==> src/rtl/img2col_patch_packer.sv <==
// img2col_patch_packer: takes the im2col address stream, issues SRAM reads,
// parks the returning pixels in a credit-guarded FIFO and packs every
// K_R*K_S pixels into one patch for the systolic array's Matrix-B port.

// Overflow watchdog: the credit accounting must never let a push land on a
// full pixel FIFO.
module img2col_patch_packer_chk (
  input logic clk,
  input logic rst_n,
  input logic start,
  input logic push,
  input logic full
);

  property p_no_fifo_overflow;
    @(posedge clk) disable iff (!rst_n) !(push && full && !start);
  endproperty

  a_no_fifo_overflow: assert property (p_no_fifo_overflow);

endmodule

module img2col_patch_packer #(
  parameter int DATA_W      = 8,
  parameter int SRAM_ADDR_W = 10,
  parameter int K_R         = 5,
  parameter int K_S         = 5,
  parameter int OUT_W       = 24,
  parameter int OUT_H       = 24,
  parameter int RD_LAT      = 1,
  parameter int FIFO_DEPTH  = 4
) (
  input  logic                        clk_i,
  input  logic                        rst_async_n_i,
  input  logic                        start_i,
  input  logic                        addr_valid_i,
  input  logic [SRAM_ADDR_W-1:0]      addr_i,
  output logic                        addr_ready_o,
  output logic                        sram_rd_en_o,
  output logic [SRAM_ADDR_W-1:0]      sram_rd_addr_o,
  input  logic [DATA_W-1:0]           sram_rd_data_i,
  output logic                        patch_valid_o,
  output logic [DATA_W*K_R*K_S-1:0]   patch_data_o,
  output logic                        patch_last_o,
  input  logic                        patch_ready_i,
  output logic                        busy_o
);

  localparam int NPIX    = K_R * K_S;
  localparam int NPATCH  = OUT_W * OUT_H;
  localparam int PIX_W   = (NPIX > 1) ? $clog2(NPIX) : 1;
  localparam int PATCH_W = (NPATCH > 1) ? $clog2(NPATCH) : 1;
  localparam int AW      = $clog2(FIFO_DEPTH);
  localparam int PW      = AW + 1;
  localparam int CRED_W  = $clog2(FIFO_DEPTH + 1);

  localparam logic [PIX_W-1:0]   PIX_LAST   = PIX_W'(NPIX - 1);
  localparam logic [PATCH_W-1:0] PATCH_LAST = PATCH_W'(NPATCH - 1);
  localparam logic [CRED_W-1:0]  CRED_MAX   = CRED_W'(FIFO_DEPTH);

  typedef enum logic [0:0] {
    FILL = 1'b0,
    HOLD = 1'b1
  } state_t;

  state_t               state_r;
  state_t               state_nxt_s;
  logic                 ready_en_r;
  logic [CRED_W-1:0]    credit_r;
  logic [RD_LAT-1:0]    inflight_r;
  logic [DATA_W-1:0]    fifo_mem_r [FIFO_DEPTH];
  logic [PW-1:0]        wr_ptr_r;
  logic [PW-1:0]        rd_ptr_r;
  logic [DATA_W-1:0]    fifo_rd_data_s;
  logic                 fifo_empty_s;
  logic                 fifo_full_s;
  logic                 acc_s;
  logic                 push_s;
  logic                 pop_s;
  logic                 hs_s;
  logic [PIX_W-1:0]     pix_cnt_r;
  logic [PATCH_W-1:0]   patch_cnt_r;
  logic                 busy_r;
  logic [DATA_W-1:0]    patch_r [NPIX];

  // Generator-facing handshake and zero-latency SRAM issue; ready is held
  // low through reset and the cycle after, and while a new image starts.
  assign addr_ready_o   = ready_en_r & ~start_i & (credit_r != {CRED_W{1'b0}});
  assign acc_s          = addr_valid_i & addr_ready_o;
  assign sram_rd_en_o   = acc_s;
  assign sram_rd_addr_o = addr_i;

  // Return path: the oldest in-flight bit marks the cycle the data is live.
  assign push_s         = inflight_r[RD_LAT-1];
  assign fifo_empty_s   = (wr_ptr_r == rd_ptr_r);
  assign fifo_full_s    = (wr_ptr_r[AW-1:0] == rd_ptr_r[AW-1:0]) & (wr_ptr_r[AW] != rd_ptr_r[AW]);
  assign fifo_rd_data_s = fifo_mem_r[rd_ptr_r[AW-1:0]];

  assign patch_valid_o  = (state_r == HOLD);
  assign patch_last_o   = patch_valid_o & (patch_cnt_r == PATCH_LAST);
  assign busy_o         = busy_r;

  for (genvar gi = 0; gi < NPIX; gi++) begin : g_patch_out
    assign patch_data_o[gi*DATA_W +: DATA_W] = patch_r[gi];
  end

  // Ready enable: comes up one clock after reset release.
  always_ff @(posedge clk_i or negedge rst_async_n_i) begin
    if (!rst_async_n_i) begin
      ready_en_r <= 1'b0;
    end else begin
      ready_en_r <= 1'b1;
    end
  end

  // In-flight tracker: one bit per outstanding read, shifted once per cycle.
  always_ff @(posedge clk_i or negedge rst_async_n_i) begin
    if (!rst_async_n_i) begin
      inflight_r <= {RD_LAT{1'b0}};
    end else if (start_i) begin
      inflight_r <= {RD_LAT{1'b0}};
    end else begin
      inflight_r <= (inflight_r << 1'b1) | RD_LAT'(acc_s);
    end
  end

  // Credit counter: a handshake takes a slot, a FIFO pop gives it back.
  always_ff @(posedge clk_i or negedge rst_async_n_i) begin
    if (!rst_async_n_i) begin
      credit_r <= CRED_MAX;
    end else if (start_i) begin
      credit_r <= CRED_MAX;
    end else begin
      case ({acc_s, pop_s})
        2'b10:   credit_r <= credit_r - CRED_W'(1);
        2'b01:   credit_r <= credit_r + CRED_W'(1);
        default: credit_r <= credit_r;
      endcase
    end
  end

  // FIFO pointers; the extra MSB separates full from empty.
  always_ff @(posedge clk_i or negedge rst_async_n_i) begin
    if (!rst_async_n_i) begin
      wr_ptr_r <= {PW{1'b0}};
      rd_ptr_r <= {PW{1'b0}};
    end else if (start_i) begin
      wr_ptr_r <= {PW{1'b0}};
      rd_ptr_r <= {PW{1'b0}};
    end else begin
      if (push_s) begin
        wr_ptr_r <= wr_ptr_r + PW'(1);
      end
      if (pop_s) begin
        rd_ptr_r <= rd_ptr_r + PW'(1);
      end
    end
  end

  // FIFO storage: capture returning SRAM data at the write pointer.
  always_ff @(posedge clk_i or negedge rst_async_n_i) begin
    if (!rst_async_n_i) begin
      for (int i = 0; i < FIFO_DEPTH; i++) begin
        fifo_mem_r[i] <= {DATA_W{1'b0}};
      end
    end else if (push_s && !start_i) begin
      fifo_mem_r[wr_ptr_r[AW-1:0]] <= sram_rd_data_i;
    end
  end

  // Packer state register.
  always_ff @(posedge clk_i or negedge rst_async_n_i) begin
    if (!rst_async_n_i) begin
      state_r <= FILL;
    end else begin
      state_r <= state_nxt_s;
    end
  end

  // Packer next state: FILL pops whenever data is waiting; HOLD only pops
  // in the handshake cycle so the accepted patch stays visible until then.
  always_comb begin
    state_nxt_s = state_r;
    pop_s       = 1'b0;
    hs_s        = 1'b0;
    if (start_i) begin
      state_nxt_s = FILL;
    end else begin
      case (state_r)
        FILL: begin
          if (!fifo_empty_s) begin
            pop_s = 1'b1;
            if (pix_cnt_r == PIX_LAST) begin
              state_nxt_s = HOLD;
            end else begin
              state_nxt_s = FILL;
            end
          end else begin
            state_nxt_s = FILL;
          end
        end
        HOLD: begin
          if (patch_ready_i) begin
            hs_s  = 1'b1;
            pop_s = ~fifo_empty_s;
            if (!fifo_empty_s && (pix_cnt_r == PIX_LAST)) begin
              state_nxt_s = HOLD;
            end else begin
              state_nxt_s = FILL;
            end
          end else begin
            state_nxt_s = HOLD;
          end
        end
        default: begin
          state_nxt_s = FILL;
        end
      endcase
    end
  end

  // Pixel slot counter, wraps after the last slot of a patch.
  always_ff @(posedge clk_i or negedge rst_async_n_i) begin
    if (!rst_async_n_i) begin
      pix_cnt_r <= {PIX_W{1'b0}};
    end else if (start_i) begin
      pix_cnt_r <= {PIX_W{1'b0}};
    end else if (pop_s) begin
      if (pix_cnt_r == PIX_LAST) begin
        pix_cnt_r <= {PIX_W{1'b0}};
      end else begin
        pix_cnt_r <= pix_cnt_r + PIX_W'(1);
      end
    end
  end

  // Patch index within the image, advanced on every accepted patch.
  always_ff @(posedge clk_i or negedge rst_async_n_i) begin
    if (!rst_async_n_i) begin
      patch_cnt_r <= {PATCH_W{1'b0}};
    end else if (start_i) begin
      patch_cnt_r <= {PATCH_W{1'b0}};
    end else if (hs_s) begin
      if (patch_cnt_r == PATCH_LAST) begin
        patch_cnt_r <= {PATCH_W{1'b0}};
      end else begin
        patch_cnt_r <= patch_cnt_r + PATCH_W'(1);
      end
    end
  end

  // Busy flag: raised by start, dropped after the final patch is taken.
  always_ff @(posedge clk_i or negedge rst_async_n_i) begin
    if (!rst_async_n_i) begin
      busy_r <= 1'b0;
    end else if (start_i) begin
      busy_r <= 1'b1;
    end else if (hs_s && patch_last_o) begin
      busy_r <= 1'b0;
    end
  end

  // Patch register: each pop lands in the slot named by the pixel counter.
  always_ff @(posedge clk_i or negedge rst_async_n_i) begin
    if (!rst_async_n_i) begin
      for (int i = 0; i < NPIX; i++) begin
        patch_r[i] <= {DATA_W{1'b0}};
      end
    end else begin
      for (int i = 0; i < NPIX; i++) begin
        if (pop_s && (pix_cnt_r == PIX_W'(i))) begin
          patch_r[i] <= fifo_rd_data_s;
        end
      end
    end
  end

  img2col_patch_packer_chk u_chk (
    .clk   (clk_i),
    .rst_n (rst_async_n_i),
    .start (start_i),
    .push  (push_s),
    .full  (fifo_full_s)
  );

endmodule
==> config.mk <==
export PLATFORM = sky130hd
export DESIGN_NAME = img2col_patch_packer
export DESIGN_NICKNAME = d
export VERILOG_FILES = /design/src/rtl/img2col_patch_packer.sv
export SDC_FILE = /design/constraint.sdc
export NUM_CORES = 1
export LEC_CHECK = 0
export BUFFER_PORTS_ARGS = -buffer_cell sky130_fd_sc_hd__buf_2
export CAP_MARGIN = 5
export CORE_MARGIN = 10
export CORE_UTILIZATION = 40
export DETAILED_ROUTE_END_ITERATION = 16
export PLACE_DENSITY = 0.64
export SYNTH_ARGS = -nofsm -noshare
export SYNTH_HDL_FRONTEND = slang
export SYNTH_SLANG_ARGS = --single-unit
==> constraint.sdc <==
create_clock -name clk_i -period 3.5 [get_ports clk_i]
set_input_delay 0.525 -clock clk_i [delete_from_list [all_inputs] [get_ports clk_i]]
set_output_delay 0.525 -clock clk_i [all_outputs]
set_load 0.02 [all_outputs]
==> out/summary.log <==
[run_status] status finished, final reports clean
[yosys] sequential element share of the synthesized area 57.8%
[detailed_routing] number of nets with antenna violations after detailed routing 0
[clock_tree] master cell of the clock root buffer sky130_fd_sc_hd__clkbuf_16
[floorplan] Die X-Extent 188 um
[critical_path] kind of start point of the critical path flop
[floorplan] count of standard-cell rows 61
[timing] max-slew violation count 0
[critical_path] Crit Path Max Fanout 14
[yosys] mapped cell area 11,300 um2
[yosys] area fraction in compound gates after synthesis 2.07%
[final_layout] total of fill cells in the finished design 2,490
[final_layout] layout cells sized above 1 56.1%
[yosys] count of mapped cells out of synthesis 733
[yosys] Syn Nets 768
[global_route] total gr overflow 0
[floorplan] overall die area 35,200 um2
[timing] worst slew pin tran 1.06 ns
[critical_path] Reg-to-Reg Start wr_ptr_r[0]$_DFFE_PN0P_
[global_route] maximum number of pins on one net before global-route repair 83
[floorplan] number of I/O pins 238
[yosys] multiplexer area fraction after synthesis 27.1%
[detailed_routing] per-cell routed wire length 21.4 um
[clock_tree] Resize count post-CTS 0
[yosys] simple-gate portion of the synthesized area 7.19%
[detailed_routing] Vias 6,815
[critical_path] reg-to-reg endpoint credit_r[1]$_DFFE_PN0P_
[yosys] number of warnings issued by yosys 0
[timing] relative slew slack 29.0%
[power_and_ir_drop] Leakage Power 7.23 nW
[yosys] leading cell type by number of instances after synthesis sky130_fd_sc_hd__dfrtp_1
[clock_tree] CTS H-tree depth 1
[critical_path] critical path data required time 3.91 ns
[timing] final worst path period need 2.60 ns
[clock_tree] number of buffers created by CTS 28
[critical_path] Data arrival, critical path 3.01 ns
[detailed_routing] ratio of routed vias to standard cells 5.06
[global_route] total track usage 16.0%
[critical_path] CP Capture Type flop
[timing] top achievable clock speed 385 MHz
[yosys] post-synthesis share of cell area spent on full adders, half adders and majority gates 1.40%
[global_route] number of global-route vias before repair 7,081
[flow_run] count of maximum capacitance violations 0
[floorplan] Placeable Area 27,800 um2
[final_layout] sequential cell area in the final layout 6510 um2
[clock_tree] TritonCTS clock tree yes
[floorplan] die height 188 um
[critical_path] Worst Setup Path Type reg -> reg
[final_layout] total number of nets in the final design 979
[timing] Clock Skew 0.00836 ns
[yosys] number of enable-type register cells in the synthesized netlist 0
[timing] final setup violating endpoints 0
[yosys] post-synth top area share 57.6%
[final_layout] Core Util, Final 48.9%
[clock_tree] clock transition time at the flip-flop clock pins of the worst setup and hold paths 0.06 ns
[final_layout] post-synthesis to final-layout area growth 20.6%
[worst_hold_path] type of the most critical hold path in -> reg
[yosys] largest cells by area after synthesis sky130_fd_sc_hd__dfrtp_1 (58%), sky130_fd_sc_hd__mux2_2 (18%), sky130_fd_sc_hd__mux2_4 (7.5%)
[yosys] ys async rst share 100%
[timing] period utilisation layout 74.2%
[critical_path] R2R Setup Slk 0.90 ns
[yosys] most frequently used flop master after synthesis sky130_fd_sc_hd__dfrtp_1
[timing] endpoints failing hold 0
[timing] setup tns final 0 ns
[detailed_routing] total wirelength of the detailed-routed design 28.8 mm
[placed_design] RePlAce Congestion 0.785
[placed_design] PortBufs 217
[worst_hold_path] Worst Hold Depth 2
[placed_design] post-DP HPWL 19.9 mm
[detailed_routing] Pre-antenna DRT Iters 4
[clock_tree] post-CTS setup repair buffer count 0
[floorplan] Initial Util 40.5%
[clock_tree] maximum number of buffers from clock root to sink 3
[global_route] number of antenna violations at the first check in global routing 4
[yosys] top cells by count, synth sky130_fd_sc_hd__dfrtp_1 (259), sky130_fd_sc_hd__mux2_2 (177), sky130_fd_sc_hd__mux2_4 (56)
[yosys] cell taking the most area after synthesis sky130_fd_sc_hd__dfrtp_1
[yosys] Netlist cell types 58
[detailed_routing] Post-route DRC 0
[critical_path] cell depth of the worst flop-to-flop path 7
[worst_hold_path] hold path startpoint sram_rd_data_i[6]
[clock_tree] Clk Latency, worst-skew pair 0.54 ns
[yosys] main combinational cell family by area after synthesis multiplexers
[clock_tree] clock sinks 260
[yosys] number of storage elements in the synthesis netlist 260
[power_and_ir_drop] P per Cell Area 604 nW/um2
[yosys] xor and xnor fraction of the mapped netlist area 1.20%
[timing] unrepaired setup endpoints after global routing false
[detailed_routing] first-iteration detailed-routing DRC count 282
[power_and_ir_drop] largest voltage drop on the vdd net 0.361 mV
[worst_hold_path] end point of the worst hold path fifo_mem_r[22]$_DFFE_PN0P_
[clock_tree] number of hold buffers added after cts 1
[global_route] global-route wire length before repair 44.9 mm
[yosys] synthesized area per cell 15.4 um2
[final_layout] multi-input logic area 4390 um2
## layout by cell type, fill, tap and decap left out, types with 11 or more instances in the layout
cell / count
sky130_fd_sc_hd__dfrtp_1: 259
sky130_fd_sc_hd__ha_1: 11
sky130_fd_sc_hd__clkbuf_16: 28
sky130_fd_sc_hd__mux2_4: 56
sky130_fd_sc_hd__buf_4: 12
sky130_fd_sc_hd__mux2_2: 177
sky130_fd_sc_hd__nand2_1: 20
sky130_fd_sc_hd__nor2_1: 16
sky130_fd_sc_hd__nand3_1: 11
sky130_fd_sc_hd__buf_2: 216
## how the worst max path moves through the flow
stage	start	to	slack, ns	depth (start not counted)
finish	wr_ptr_r[0]$_DFFE_PN0P_	credit_r[1]$_DFFE_PN0P_	0.90	7
global route	wr_ptr_r[0]$_DFFE_PN0P_	credit_r[1]$_DFFE_PN0P_	0.64	7
CTS	credit_r[2]$_DFFE_PN1P_	sram_rd_en_o	0.89	3
detailed placement	patch_ready_i	patch_data_o[147]$_DFFE_PN0P_	0.75	5
global placement	patch_ready_i	patch_data_o[135]$_DFFE_PN0P_	0.79	7
floorplan	credit_r[2]$_DFFE_PN1P_	credit_r[1]$_DFFE_PN0P_	0.86	7
## layer usage
metal  wire length (um)  share of wire (%)  global-route usage, %  vias up
li1                   -                  -                      -     3070
met1              12700                 44                   21.1     3503
met2              13700                 47                   26.0      196
met3               1850                6.4                   4.06       42
met4                583                2.0                   3.91        4
met5                 30               0.10                      0        -
## report_power, final
| group | internal (mW) | switching, mW | total [mW] |
|---|---|---|---|
| registers | 3.23 | 0.137 | 3.36 |
| logic | 0.561 | 1.35 | 1.91 |
| clock network | 1.69 | 1.25 | 2.93 |
| total | 5.47 | 2.73 | 8.20 |
## cell type report
cell class / instances / area share, %
clock buffers: 35 / 5.50
diodes: 2 / 0.0369
clock inverters: 17 / 1.31
multi-input cells: 412 / 32.3
flip-flops and latches: 260 / 47.9
repair buffers: 232 / 9.11
inverters: 10 / 0.277
well taps: 378 / 3.48
## cells by family (layout without fill, tap and decap cells)
kind of cell | Yosys count | after routing
AOI/OAI and AO/OA | 33 | 33
xor gates and xnor gates | 10 | 10
adders and majority gates | 12 | 12
buffers and inverters | 61 | 294
DFF | 260 | 260
muxes | 243 | 243
other | 1 | 3
and+or+nand+nor | 113 | 113
## registers in the layout (all words and copies together) (netlist names)
signal	count
rd_ptr_r	3
patch_cnt_r	10
ready_en_r	1
busy_o	1
credit_r	3
patch_data_o	200
fifo_mem_r	32
patch_valid_o	1
inflight_r	1
wr_ptr_r	3
pix_cnt_r	5
## metrics by stage
stage                     instance area, um2  instances  power (mW)  setup WS, ns  hold slack [ns]
after floorplan                        11300        733        4.61         0.857            0.229
after global placement                 12600       1291        5.35         0.792            0.480
after detailed placement               12600       1291        5.37         0.754            0.487
after CTS                              13600       1344        8.33         0.886            0.234
after global routing                   13600       1344        8.60         0.635            0.238
final                                  13600       1346        8.20         0.902            0.260
## critical path, cell delays in order, from the launching register on
cell                       delay [ns]
sky130_fd_sc_hd__dfrtp_1         0.48
sky130_fd_sc_hd__xor2_4          0.21
sky130_fd_sc_hd__o31ai_4         0.63
sky130_fd_sc_hd__nor3_1          0.13
sky130_fd_sc_hd__fa_1            0.55
sky130_fd_sc_hd__nor3_1          0.06
sky130_fd_sc_hd__a221oi_1        0.30
sky130_fd_sc_hd__nand3_1         0.11
No activity file was read; power rests on OpenSTA's default activity.
